`config.mk`:
```
export PLATFORM = sky130hd
export DESIGN_NAME = mem_arb
export DESIGN_NICKNAME = d
export VERILOG_FILES = /design/src/rtl/mem_arb_idq.sv /design/src/rtl/mem_arb.sv
export VERILOG_INCLUDE_DIRS = /design/src /design/src/rtl
export SDC_FILE = /design/constraint.sdc
export NUM_CORES = 1
export LEC_CHECK = 0
export ABC_CLOCK_PERIOD_IN_PS = 2450
export CAP_MARGIN = 0
export CORE_AREA = 2 2 206 208
export CTS_BUF_LIST = sky130_fd_sc_hd__clkbuf_16
export DETAILED_ROUTE_END_ITERATION = 10
export DIE_AREA = 0 0 208 210
export PLACE_DENSITY = 0.37
export SYNTH_ARGS = -nofsm -noshare
export SYNTH_HDL_FRONTEND = slang
export SYNTH_SLANG_ARGS = --single-unit
export TNS_END_PERCENT = 30
```
`constraint.sdc`:
```
create_clock -name clk -period 2.45 [get_ports clk]
set_input_delay 0.49 -clock clk [delete_from_list [all_inputs] [get_ports clk]]
set_output_delay 0.49 -clock clk [all_outputs]
set_load 0.01 [all_outputs]
```
`src/rtl/defines.vh`:
```
// defines.vh: shared default widths and outstanding-depth limits for mem_arb.
`ifndef MEM_ARB_DEFINES_VH
`define MEM_ARB_DEFINES_VH
`define MEM_ARB_N_CH 2
`define MEM_ARB_AW 64
`define MEM_ARB_DW 64
`define MEM_ARB_OUTST 4
`define MEM_ARB_OUTST_MIN 2
`define MEM_ARB_OUTST_MAX 16
`endif

```
`src/rtl/mem_arb_idq.sv`:
```
// mem_arb_idq: synchronous FIFO of channel IDs so responses return to requesters in issue order.
module mem_arb_idq #(
  parameter int W = 1,
  parameter int DEPTH = 4
) (
  input  logic                   clk,
  input  logic                   rst,
  input  logic                   push,
  input  logic                   pop,
  input  logic [W-1:0]           din,
  output logic [W-1:0]           dout,
  output logic                   empty,
  output logic                   full,
  output logic [$clog2(DEPTH):0] cnt
);
  localparam int PW = $clog2(DEPTH);
  logic [W-1:0] mem_q [DEPTH];
  logic [W-1:0] mem_d [DEPTH];
  logic [PW-1:0] wr_q, wr_d, rd_q, rd_d;
  logic [PW:0] cnt_q, cnt_d;
  logic do_push, do_pop;
  // DEPTH is a power of two, so the count MSB alone flags full and pointers wrap for free
  assign full  = cnt_q[PW];
  assign empty = cnt_q == '0;
  assign dout  = mem_q[rd_q];
  assign cnt   = cnt_q;
  always_comb begin
    do_push = push & ~full;
    do_pop  = pop & ~empty;
    mem_d = mem_q;
    if (do_push) mem_d[wr_q] = din;
    wr_d  = wr_q + PW'(do_push);
    rd_d  = rd_q + PW'(do_pop);
    cnt_d = cnt_q + (PW+1)'(do_push) - (PW+1)'(do_pop);
  end
  always_ff @(posedge clk) begin
    if (!rst) begin
      wr_q  <= '0;
      rd_q  <= '0;
      cnt_q <= '0;
    end else begin
      wr_q  <= wr_d;
      rd_q  <= rd_d;
      cnt_q <= cnt_d;
    end
  end
  always_ff @(posedge clk) mem_q <= mem_d;
endmodule

```
`src/rtl/mem_arb.sv`:
```
// mem_arb: N_CH-to-1 memory arbiter with in-order response routing.
// Define MEM_ARB_RR_EN for round-robin arbitration; otherwise lowest index wins.
`include "defines.vh"
module mem_arb #(
  parameter int N_CH  = `MEM_ARB_N_CH,
  parameter int AW    = `MEM_ARB_AW,
  parameter int DW    = `MEM_ARB_DW,
  parameter int OUTST = `MEM_ARB_OUTST
) (
  input  logic                   clk,
  input  logic                   rst,
  input  logic [N_CH*AW-1:0]     ch_req_addr,
  input  logic [N_CH*DW-1:0]     ch_req_wdata,
  input  logic [N_CH-1:0]        ch_req_wen,
  input  logic [N_CH-1:0]        ch_req_valid,
  output logic [N_CH-1:0]        ch_req_ready,
  output logic [DW-1:0]          ch_resp_rdata,
  output logic [N_CH-1:0]        ch_resp_valid,
  output logic [AW-1:0]          mem_req_addr,
  output logic [DW-1:0]          mem_req_wdata,
  output logic                   mem_req_wen,
  output logic                   mem_req_valid,
  input  logic                   mem_req_ready,
  input  logic [DW-1:0]          mem_resp_rdata,
  input  logic                   mem_resp_valid,
  output logic [$clog2(OUTST):0] outst_cnt,
  output logic                   err
);
  localparam int IW = $clog2(N_CH);
  logic [IW-1:0] g, head;
  logic req_any, full, empty, push, pop;
  logic err_q, err_d;
`ifdef MEM_ARB_RR_EN
  logic [IW-1:0] ptr_q, ptr_d;
  always_comb begin
    g = '0;
    req_any = 1'b0;
    for (int i = 0; i < N_CH; i++) begin
      if (!req_any && ch_req_valid[(int'(ptr_q) + i) % N_CH]) begin
        req_any = 1'b1;
        g = IW'((int'(ptr_q) + i) % N_CH);
      end
    end
    ptr_d = push ? IW'((int'(g) + 1) % N_CH) : ptr_q;
  end
  always_ff @(posedge clk) begin
    if (!rst) ptr_q <= '0;
    else ptr_q <= ptr_d;
  end
`else
  always_comb begin
    g = '0;
    req_any = 1'b0;
    for (int i = N_CH - 1; i >= 0; i--) begin
      if (ch_req_valid[i]) begin
        req_any = 1'b1;
        g = IW'(i);
      end
    end
  end
`endif
  // Full blocks acceptance even when a response pops in the same cycle
  always_comb begin
    mem_req_valid = rst & req_any & ~full;
    push          = mem_req_valid & mem_req_ready;
    pop           = rst & mem_resp_valid & ~empty;
    mem_req_addr  = req_any ? ch_req_addr[int'(g)*AW +: AW] : '0;
    mem_req_wdata = req_any ? ch_req_wdata[int'(g)*DW +: DW] : '0;
    mem_req_wen   = req_any ? ch_req_wen[g] : 1'b0;
    ch_req_ready  = push ? N_CH'(1) << g : '0;
    ch_resp_valid = pop ? N_CH'(1) << head : '0;
    ch_resp_rdata = mem_resp_rdata;
    err_d         = err_q | (mem_resp_valid & empty);
  end
  always_ff @(posedge clk) begin
    if (!rst) err_q <= 1'b0;
    else err_q <= err_d;
  end
  assign err = err_q;
  mem_arb_idq #(.W(IW), .DEPTH(OUTST)) u_idq (
    .clk   (clk),
    .rst   (rst),
    .push  (push),
    .pop   (pop),
    .din   (g),
    .dout  (head),
    .empty (empty),
    .full  (full),
    .cnt   (outst_cnt)
  );
endmodule

```
==> impl_metrics.py, run 1 <==
metrics = {
    "floorplan": {
        "fp.dieH_um": 210,
        "core_um2": 41500,
        "dieWidth_um": 208,
        "io_pins": 530,
        "rows": 75,
        "dieArea_um2": 43700,
        "start_util_pct": 5.79,
    },
    "global_routing": {
        "grt_overflow": 0,
        "grt_max_degree": 74,
        "grt_antenna_before_repair": 1,
        "grt_util_all_layers_pct": 7.72,
        "grt_pass1_wl_um": 25800,
        "grt_pass1_vias": 3955,
    },
    "power": {
        "power_density_nw_per_um2": 278,
        "irDropWorstVdd_uv": 193,
        "total_power_mw": 1.90,
        "leakage_nw": 2.92,
    },
    "timing": {
        "rsz0062_at_grt": "no",
        "setup_viol": 0,
        "maxSlewHeadroom_pct": 70.3,
        "slew_violations": 0,
        "fmax_mhz": 417,
        "worst_slack_ns": 0.0495,
        "worstMarginPinSlew_ns": 0.445,
        "hold_slack_ns": 0.518,
        "hold_viol_final": 0,
        "setup_tns_ns": 0,
        "min_period_over_period_pct": 98.0,
        "layout_min_cycle_time_ns": 2.40,
        "skew_ns": 0.00105,
    },
    "drt": {
        "drt_wl_total_um": 18500,
        "drc_errors": 0,
        "viasPerCell": 3.15,
        "ant_nets": 0,
        "via_count": 3693,
        "wl_per_cell_um": 15.8,
        "drt_iter0_drc": 104,
        "first_pass_iters": 4,
    },
    "outcome": {
        "status": "complete, no violations",
    },
    "cells_and_area": {
        "design_area_um2": 6860,
        "nets": 963,
        "area_growth_pct": 186,
        "drive_gt1_share_pct": 9.03,
        "finalNonFillerCells": 1171,
        "finish.utilization_pct": 16.5,
        "layout_common_cells": "267 x clkdlybuf4s50_1, 129 x a22o_1, 126 x dlygate4sd2_1, 32 x buf_4, 11 x buf_12",
        "layout_commonest_cell": "clkdlybuf4s50_1",
    },
    "logic_synthesis": {
        "netlist.area_leader.share_pct": 47.1,
        "yosys_register_bits": 12,
        "netlist_area_um2": 2400,
        "synth.top_cells.by_area": "a22o_1 47%, buf_4 20%, dfxtp_1 6.7%",
        "synthCells": 277,
        "ys_types": 27,
        "synth_seq_area_share_pct": 11.7,
        "synth_fp_nets": 608,
        "yosysWarningCount": 0,
        "synth.avg_cell_area_um2": 8.66,
        "yosys.area.top_type": "a22o_1",
    },
    "placement": {
        "gp_congestion": 0.706,
        "io_buffers": 401,
        "dpl-instance-area_um2": 6770,
        "pre_cts_ws_ns": -0.363,
        "dp_cells": 1156,
        "place_hpwl_um": 15700,
    },
    "setup_path": {
        "critPathSlowestCell": "dlygate4sd2_1",
        "cp_max_fo": 6,
        "critPathMaxStageDelay_ns": 0.29,
        "critPathRequiredTime_ns": 1.96,
        "worstSetupPathType": "in2out",
        "critPathLaunchType": "input port",
        "crit_path_end_kind": "output pin",
        "crit_top_cell": "dlygate4sd2_1",
        "arrival_ns": 1.91,
        "cp_cell_sequence": "dlygate4sd2_1, nor2b_4, buf_12, bufbuf_16, buf_4, a22o_1, dlygate4sd2_1",
    },
    "cts": {
        "clkTransAtPathRegs_ns": 0.04,
        "hold_buffers": 0,
        "cts_max_path_buffers": 2,
        "cts_tree": "built",
        "cts_buffers": 3,
        "htreeDepth": 1,
        "root_buffer": "clkbuf_16",
        "clock_latency_ns": 0.24,
        "cts_sinks": 12,
    },
    "flow_run": {
        "drv_cap": 0,
    },
    "min_path": {
        "hold_path.class": "reg2reg",
    },
}
registers in the layout, indices dropped and copies added (netlist names):
register and count:
u_idq.mem_q 4, u_idq.rd_q 2, err 1, u_idq.wr_q 2, u_idq.cnt 3
logic make-up after synthesis:
group / share of synthesized area (%)
AO/OA/AOI/OAI: 49.2
buffers and inverters: 29.2
AND/OR/NAND/NOR: 5.63
flip-flops: 11.7
XOR/XNOR: 1.46
adder cells (fa/ha/maj): 1.88
multiplexers: 0.938
path summary, 6_finish.rpt:
kind	startpoint	endpoint	slack (ns)	depth (start not counted)
setup / recovery	ch_req_valid[1]	mem_req_addr[35]	0.05	7
hold / removal	err	err	0.52	2
setup reg to reg	u_idq.cnt[2]	u_idq.cnt[2]	0.29	8
hold reg to reg	err	err	0.52	2
metal layers:
layer / vias up / share of wire (%) / track usage [%]
met1: 1672 / 37 / 8.35
met4: 0 / 2.1 / 1.71
met3: 24 / 11 / 3.02
met2: 266 / 50 / 14.1
met5: - / 0 / 0.222
li1: 1731 / - / -
synthesized netlist by cell type:
library cell / number
a22o_1: 129
ha_1: 2
and2_1: 7
dfxtp_1: 8
o21ai_0: 1
edfxtp_1: 4
nor3_1: 2
xnor2_1: 3
o2111ai_2: 1
nand2_1: 3
and3_1: 1
inv_1: 3
mux4_2: 1
buf_6: 9
nor3b_1: 3
nor2b_1: 3
xor2_1: 1
buf_4: 65
o311ai_2: 1
or2_2: 1
nand3_1: 1
o311ai_1: 1
nor2_1: 3
a21oi_1: 1
fa_1: 1
clkbuf_1: 7
buf_2: 15
area by class of cell:
| type | instances | area [µm²] |
|---|---|---|
| Multi-Input combinational cell | 166 | 1440 |
| Tap cell | 539 | 674 |
| Clock buffer | 3 | 75.1 |
| Inverter | 3 | 11.3 |
| Antenna cell | 1 | 2.50 |
| Timing Repair Buffer | 446 | 4370 |
| Fill cell | 4721 | 34600 |
| Sequential cell | 12 | 280 |
| Clock inverter | 1 | 3.75 |
worst max-delay path, delay by kind of cell:
family | cells | cell delay, ns
AO/OA/AOI/OAI | 1 | 0.20
buffers and inverters | 5 | 1.08
AND/OR/NAND/NOR | 1 | 0.15
timing repair:
| item | CTS | global route |
|---|---|---|
| setup buffers | 9 | 0 |
| setup endpoints to repair | 134 | 5 |
| pin swaps | 1 | 0 |
| cloned | 1 | 0 |
| resized for setup | 143 | 5 |
report_power, final:
group	leakage [nW]	internal, mW	switching (mW)
logic	2.78	0.849	0.488
clock network	0.0385	0.215	0.0846
registers	0.102	0.240	0.0276
total	2.92	1.30	0.600
Power figures use the tool's default switching activity.
==> inputs of run 2 (changes only) <==
CTS_CLUSTER_DIAMETER = 30   (was unset)
==> results of run 2 <==
No change in the layout: final DEF, timing and power equal those of run 1.
==> RTL edit 1: new RTL, flow settings as in run 2 <==
Set the macro `MEM_ARB_OUTST` to 2 (it was 4).
--- a/src/rtl/defines.vh
+++ b/src/rtl/defines.vh
@@ -4,7 +4,7 @@
 `define MEM_ARB_N_CH 2
 `define MEM_ARB_AW 64
 `define MEM_ARB_DW 64
-`define MEM_ARB_OUTST 4
+`define MEM_ARB_OUTST 2
 `define MEM_ARB_OUTST_MIN 2
 `define MEM_ARB_OUTST_MAX 16
 `endif
Interface: changed (resized outst_cnt); port bits go from 530 to 529. No check against the original RTL was run, so the function may have changed too.
==> RTL edit 1 against run 2 <==
- global-route usage fell by 0.38 points
- sequential cell count fell by 5
- synthesized area fell by 11%
- wire length fell by 4.8%
- worst setup slack improved by 1.9 ps
- via count fell by 4.3%
- cell area fell by 3.8%
- total power fell by 17%
- synthesized cell count fell by 6.5%
- clock skew barely moved
- critical endpoint is now mem_req_addr[60]
- core utilization fell by 0.62 points
- sequential power fell by 44%
==> RTL edit 1: results (changes against run 2) <==
run status finished clean; Reg clk slew, reported paths about 30 ps; Pleak 2.78 nW (-5.0%); number of distinct library cells after synthesis 22 (-19%); H-Tree Depth 1 (unchanged); Worst VDD drop 174 uV (-9.6%); deepest clock path buffer count 2 (unchanged); 1st-pass router iterations 4 (unchanged); Worst slew margin 76.4% (+6.1 points); Critical Path AT 1910 ps (about the same); vias in the first global route 3811 (-3.6%); share of cells above drive strength 1 9.08% (+0.043 points); Via density 3.08 (-2.2%); antenna violations before repair 5 (+4); Final nets 937 (-2.7%); Post-synth top flop dfxtp_1; Mapped Nets 589 (-3.1%); Worst Hold Path EP err$_SDFF_PN0_; synthesized netlist cell count 259 (-6.5%); CTS Root Cell clkbuf_16; depth of the most critical reg-to-reg path 7 (-1); largest net degree at the start of global routing 67 (-9.5%); Synthesis Warnings 0 (unchanged); Routed WL 17600 um (-4.8%); worst r2r dst u_idq.cnt[1]$_SDFF_PN0_; hold-critical path depth 2 (unchanged); first-pass GRT wire length 24100 um (-6.7%); Layout Skew 1.31 ps (+0.256 ps); crit-path max FO 11 (+5); Hold Path Origin err$_SDFF_PN0_; Setup WS pre-CTS -405 ps (-41.6 ps); Reg2Reg Setup Slack 610 ps (+320 ps); CTS Buf Count 3 (unchanged); Post-Layout Cell Count 1146 (-2.1%); Seq/Total Area, Yosys 7.53% (-4.1 points); hold crit path type flop to flop; hold slack 500 ps (-17.9 ps); initial DRC count 79 (-24%); Post-synth top cells a22o_1, buf_4, buf_2; RR Startpoint u_idq.cnt[1]$_SDFF_PN0_; Sw Ratio 30.1% (-1.4 points); main area contributors after synthesis a22o_1, buf_4, buf_2, dfxtp_1, edfxtp_1; number of synthesized flops with an enable pin 2 (-2); # port buffers 400 (-0.25%); RePlAce Congestion 0.717 (+1.5%); Async SR Flop Fraction 0% (unchanged); Max Cap Violations 0 (unchanged); half-perimeter wire length after placement 14900 um (-5.1%); total track usage 7.33% (-0.38 points); Worst-Skew Late Latency around 230 ps
RTL edit 1: cell types whose count changed in the layout (fill, tap and decap cells not counted), moves of 3 or more:
cell	delta
dlygate4sd2_1	-14
buf_2	+4
nand2_1	-3
dfxtp_1	-3
clkdlybuf4s15_1	+3
and2_1	-6
clkdlybuf4s15_2	+5
buf_4	-9
RTL edit 1: routing by layer:
metal  track usage (%)  share of wire (%)  vias up
met1              7.09                 34     1540
met3              3.81                 14       41
met4              3.23                4.3        6
li1                  -                  -     1655
met5                 0               0.23        -
met2              13.0                 48      291
RTL edit 1: timing repair:
item | in CTS | in global routing
gates cloned | 3 | 0
buffers inserted | 4 | 0
pin swaps | 1 | 0
gates resized for setup | 158 | 8
endpoints found under the setup margin | 133 | 8
RTL edit 1: layout make-up:
cell class / count / area [um^2]
clock buffers: 3 / 75.1
fillers: 4740 / 34900
repair buffers: 437 / 4330
flip-flops and latches: 7 / 160
multi-input cells: 154 / 1330
inverters: 4 / 15.0
well taps: 539 / 674
diodes: 1 / 2.50
clock inverters: 1 / 3.75
RTL edit 1: worst max path at each step:
stage                     from                to  depth (start not counted)  slack [ps]
2_1_floorplan  ch_req_valid[1]  mem_req_addr[39]                          5         720
3_3_place_gp   ch_req_valid[1]  mem_req_addr[41]                          6        -420
3_5_place_dp   ch_req_valid[1]  mem_req_addr[41]                          6        -400
4_1_cts        ch_req_valid[1]   mem_req_addr[5]                          7          10
5_1_grt         mem_resp_valid  ch_resp_valid[1]                          4           3
6_report       ch_req_valid[1]  mem_req_addr[60]                          7          50
RTL edit 1: per-stage QoR:
stage	total power, W	cell area (um^2)
floorplan	0.000619	2130
CTS	0.00160	6580
global placement	0.00141	6510
global route	0.00168	6600
detailed placement	0.00140	6510
finish	0.00158	6600
RTL edit 1: worst max-delay path, stage by stage:
cell	delay, ps
dlygate4sd2_1	250
nor2b_4	130
buf_12	130
buf_12	140
bufbuf_16	280
a22o_1	170
dlygate4sd2_1	290
RTL edit 1: power by group through the flow:
stage | registers (W) | logic (W) | clock network [W]
after global placement | 0.000153 | 0.00126 | 0
after floorplan | 0.000149 | 0.000470 | 0
after detailed placement | 0.000153 | 0.00125 | 0
final | 0.000150 | 0.00116 | 0.000272
after CTS | 0.000152 | 0.00118 | 0.000276
after global routing | 0.000155 | 0.00124 | 0.000284
RTL edit 1: cells by family (layout without fill, tap and decap cells):
kind of cell,after synthesis,in the layout,share of synthesized area [%]
compound gates,135,135,55.3
xor+xnor,2,2,0.824
fa+ha+maj,2,2,1.18
buf+inv,98,445,30.1
flops,7,7,7.53
mux,1,1,0.471
other cells,0,1,0
simple gates,14,14,4.59
==> RTL edit 2: new RTL, config.mk and constraints of run 2 <==
Made on the original files. Register the output `outst_cnt`, cleared by the reset; this adds one clock of latency there. The other outputs are not delayed to match.
--- a/src/rtl/mem_arb.sv
+++ b/src/rtl/mem_arb.sv
@@ -27,6 +27,8 @@
   output logic                   err
 );
   localparam int IW = $clog2(N_CH);
+
+  logic [$clog2(OUTST):0] outst_cnt_d;
   logic [IW-1:0] g, head;
   logic req_any, full, empty, push, pop;
   logic err_q, err_d;
@@ -86,7 +88,15 @@
     .dout  (head),
     .empty (empty),
     .full  (full),
-    .cnt   (outst_cnt)
+    .cnt   (outst_cnt_d)
   );
+  always_ff @(posedge clk) begin
+    if (!rst) begin
+      outst_cnt <= '0;
+    end else begin
+      outst_cnt <= outst_cnt_d;
+    end
+  end
+
 endmodule
 
Behaviour: not the same (a bounded check fails within 4 cycles, from zero or initial values and one cycle with rst low).
==> RTL edit 2 against run 2 <==
- synthesized area up 3.5%
- combinational power about the same
- global-route usage up 1.5 points
- wire length up 17%
- total power up 4.5%
- count of clock-buffer cells in the layout unchanged
- cell area up 1.6%
- sequential cell count up 3
- worst setup slack worse by 17 ps
- largest cell class unchanged
- largest power group unchanged
- sequential share of layout area up 0.82 points
==> RTL edit 2: results (changes against run 2) <==
Layout Skew 1.93 ps (+0.880 ps); Setup WS pre-CTS -455 ps (-91.4 ps); Final nets 968 (+0.52%); RR Startpoint u_idq.cnt[0]$_SDFF_PN0_; Critical Path AT 1930 ps (+20 ps); f_max 0.414 GHz (-0.69%); max reg flops 4 (unchanged); # port buffers 401 (unchanged); Seq/Total Area, Yosys 13.7% (+2.0 points); share of cells above drive strength 1 10.7% (+1.7 points); half-perimeter wire length after placement 16900 um (+7.8%); crit-path max FO 9 (+3); Reg2Reg Setup Slack 350 ps (+60 ps); Hold Path Origin u_idq.rd_q[0]$_SDFF_PN0_; CTS Root Cell clkbuf_16; vias after detailed routing 3645 (-1.3%); Synth Area in Compound Gates 47.5% (-1.7 points); RePlAce Congestion 0.687 (-2.7%); number of synthesized flops with an enable pin 4 (unchanged); largest net degree at the start of global routing 70 (-5.4%); Synth Area in XOR/XNOR 1.41% (-0.050 points); Post-synth top cells a22o_1, buf_4, buf_2; vias in the first global route 3922 (-0.83%); Routed WL 21600 um (+17%); Mapped Nets 613 (+0.82%); Slowest-stage cell, CP dlygate4sd2_1; Worst slew margin 72.6% (+2.3 points); Synth Area in Adders 1.81% (-0.064 points); Pleak 2.98 nW (+2.0%); antenna violations before repair 3 (+2); run status finished clean; post-synthesis mux area share 0.906% (-0.032 points); H-Tree Depth 1 (unchanged); Worst VDD drop 190 uV (-1.3%); hold crit path type flop to flop; number of distinct library cells after synthesis 29 (+7.4%); main area contributors after synthesis a22o_1, buf_4, dfxtp_1, edfxtp_1, buf_6; initial DRC count 146 (+40%); first-pass GRT wire length 29300 um (+14%); total track usage 9.17% (+1.5 points); Fillers 4692 (-0.61%)
==> RTL edit 2: per-layer routing <==
metal,vias to the layer above,GRT usage (%),part of all wire (%)
li1,1747,-,-
met1,1604,10.7,39
met4,4,1.37,1.1
met2,276,15.2,47
met5,-,0.890,0.28
met3,14,4.72,13
==> RTL edit 2: stage by stage <==
step           std cells  area, um^2  hold WS [ps]  utilization (%)
2_1_floorplan        282        2480           483                -
3_3_place_gp        1152        6770           512             16.3
3_5_place_dp        1152        6770           493             16.3
4_1_cts             1175        6940           508             16.7
5_1_grt             1175        6960           547             16.8
6_report            1177        6960           497             16.8
==> RTL edit 2: critical path, delay by kind of cell <==
family	cells	cell delay (ps)
compound gates	1	200
buf+inv	6	1090
simple gates	1	150
==> RTL edit 2: repair_timing <==
action | in CTS | in global routing
gates cloned | 3 | 0
setup endpoints to repair | 134 | 13
setup buffers | 16 | 0
gates resized for setup | 161 | 14
pin swaps | 0 | 0
==> RTL edit 2: cell type report <==
type / count / area, um^2 / area share [%]
clock inverter: 1 / 3.75 / 0.0539
timing repair buffer: 445 / 4410 / 63.3
inverter: 3 / 11.3 / 0.162
sequential: 15 / 342 / 4.91
antenna: 2 / 5.00 / 0.0719
clock buffer: 3 / 75.1 / 1.08
multi-input combinational: 169 / 1440 / 20.7
tap: 539 / 674 / 9.69
==> RTL edit 2: cell families after synthesis <==
family | after synthesis
fa+ha+maj | 3
buf+inv | 98
compound gates | 134
flops | 15
xor+xnor | 4
simple gates | 27
mux | 1
==> RTL edit 2: final timing paths <==
check                                           endpoint  depth (start not counted)
worst max-delay path                   mem_req_wdata[39]                          8
worst min-delay path            u_idq.rd_q[0]$_SDFF_PN0_                          1
worst max register to register   u_idq.cnt[2]$_SDFF_PN0_                          8
worst min register to register  u_idq.rd_q[0]$_SDFF_PN0_                          1
==> RTL edit 2: report_power, final <==
group	switching [W]	internal [W]
Sequential	0.0000313	0.000297
Combinational	0.000492	0.000847
Clock	0.000106	0.000217
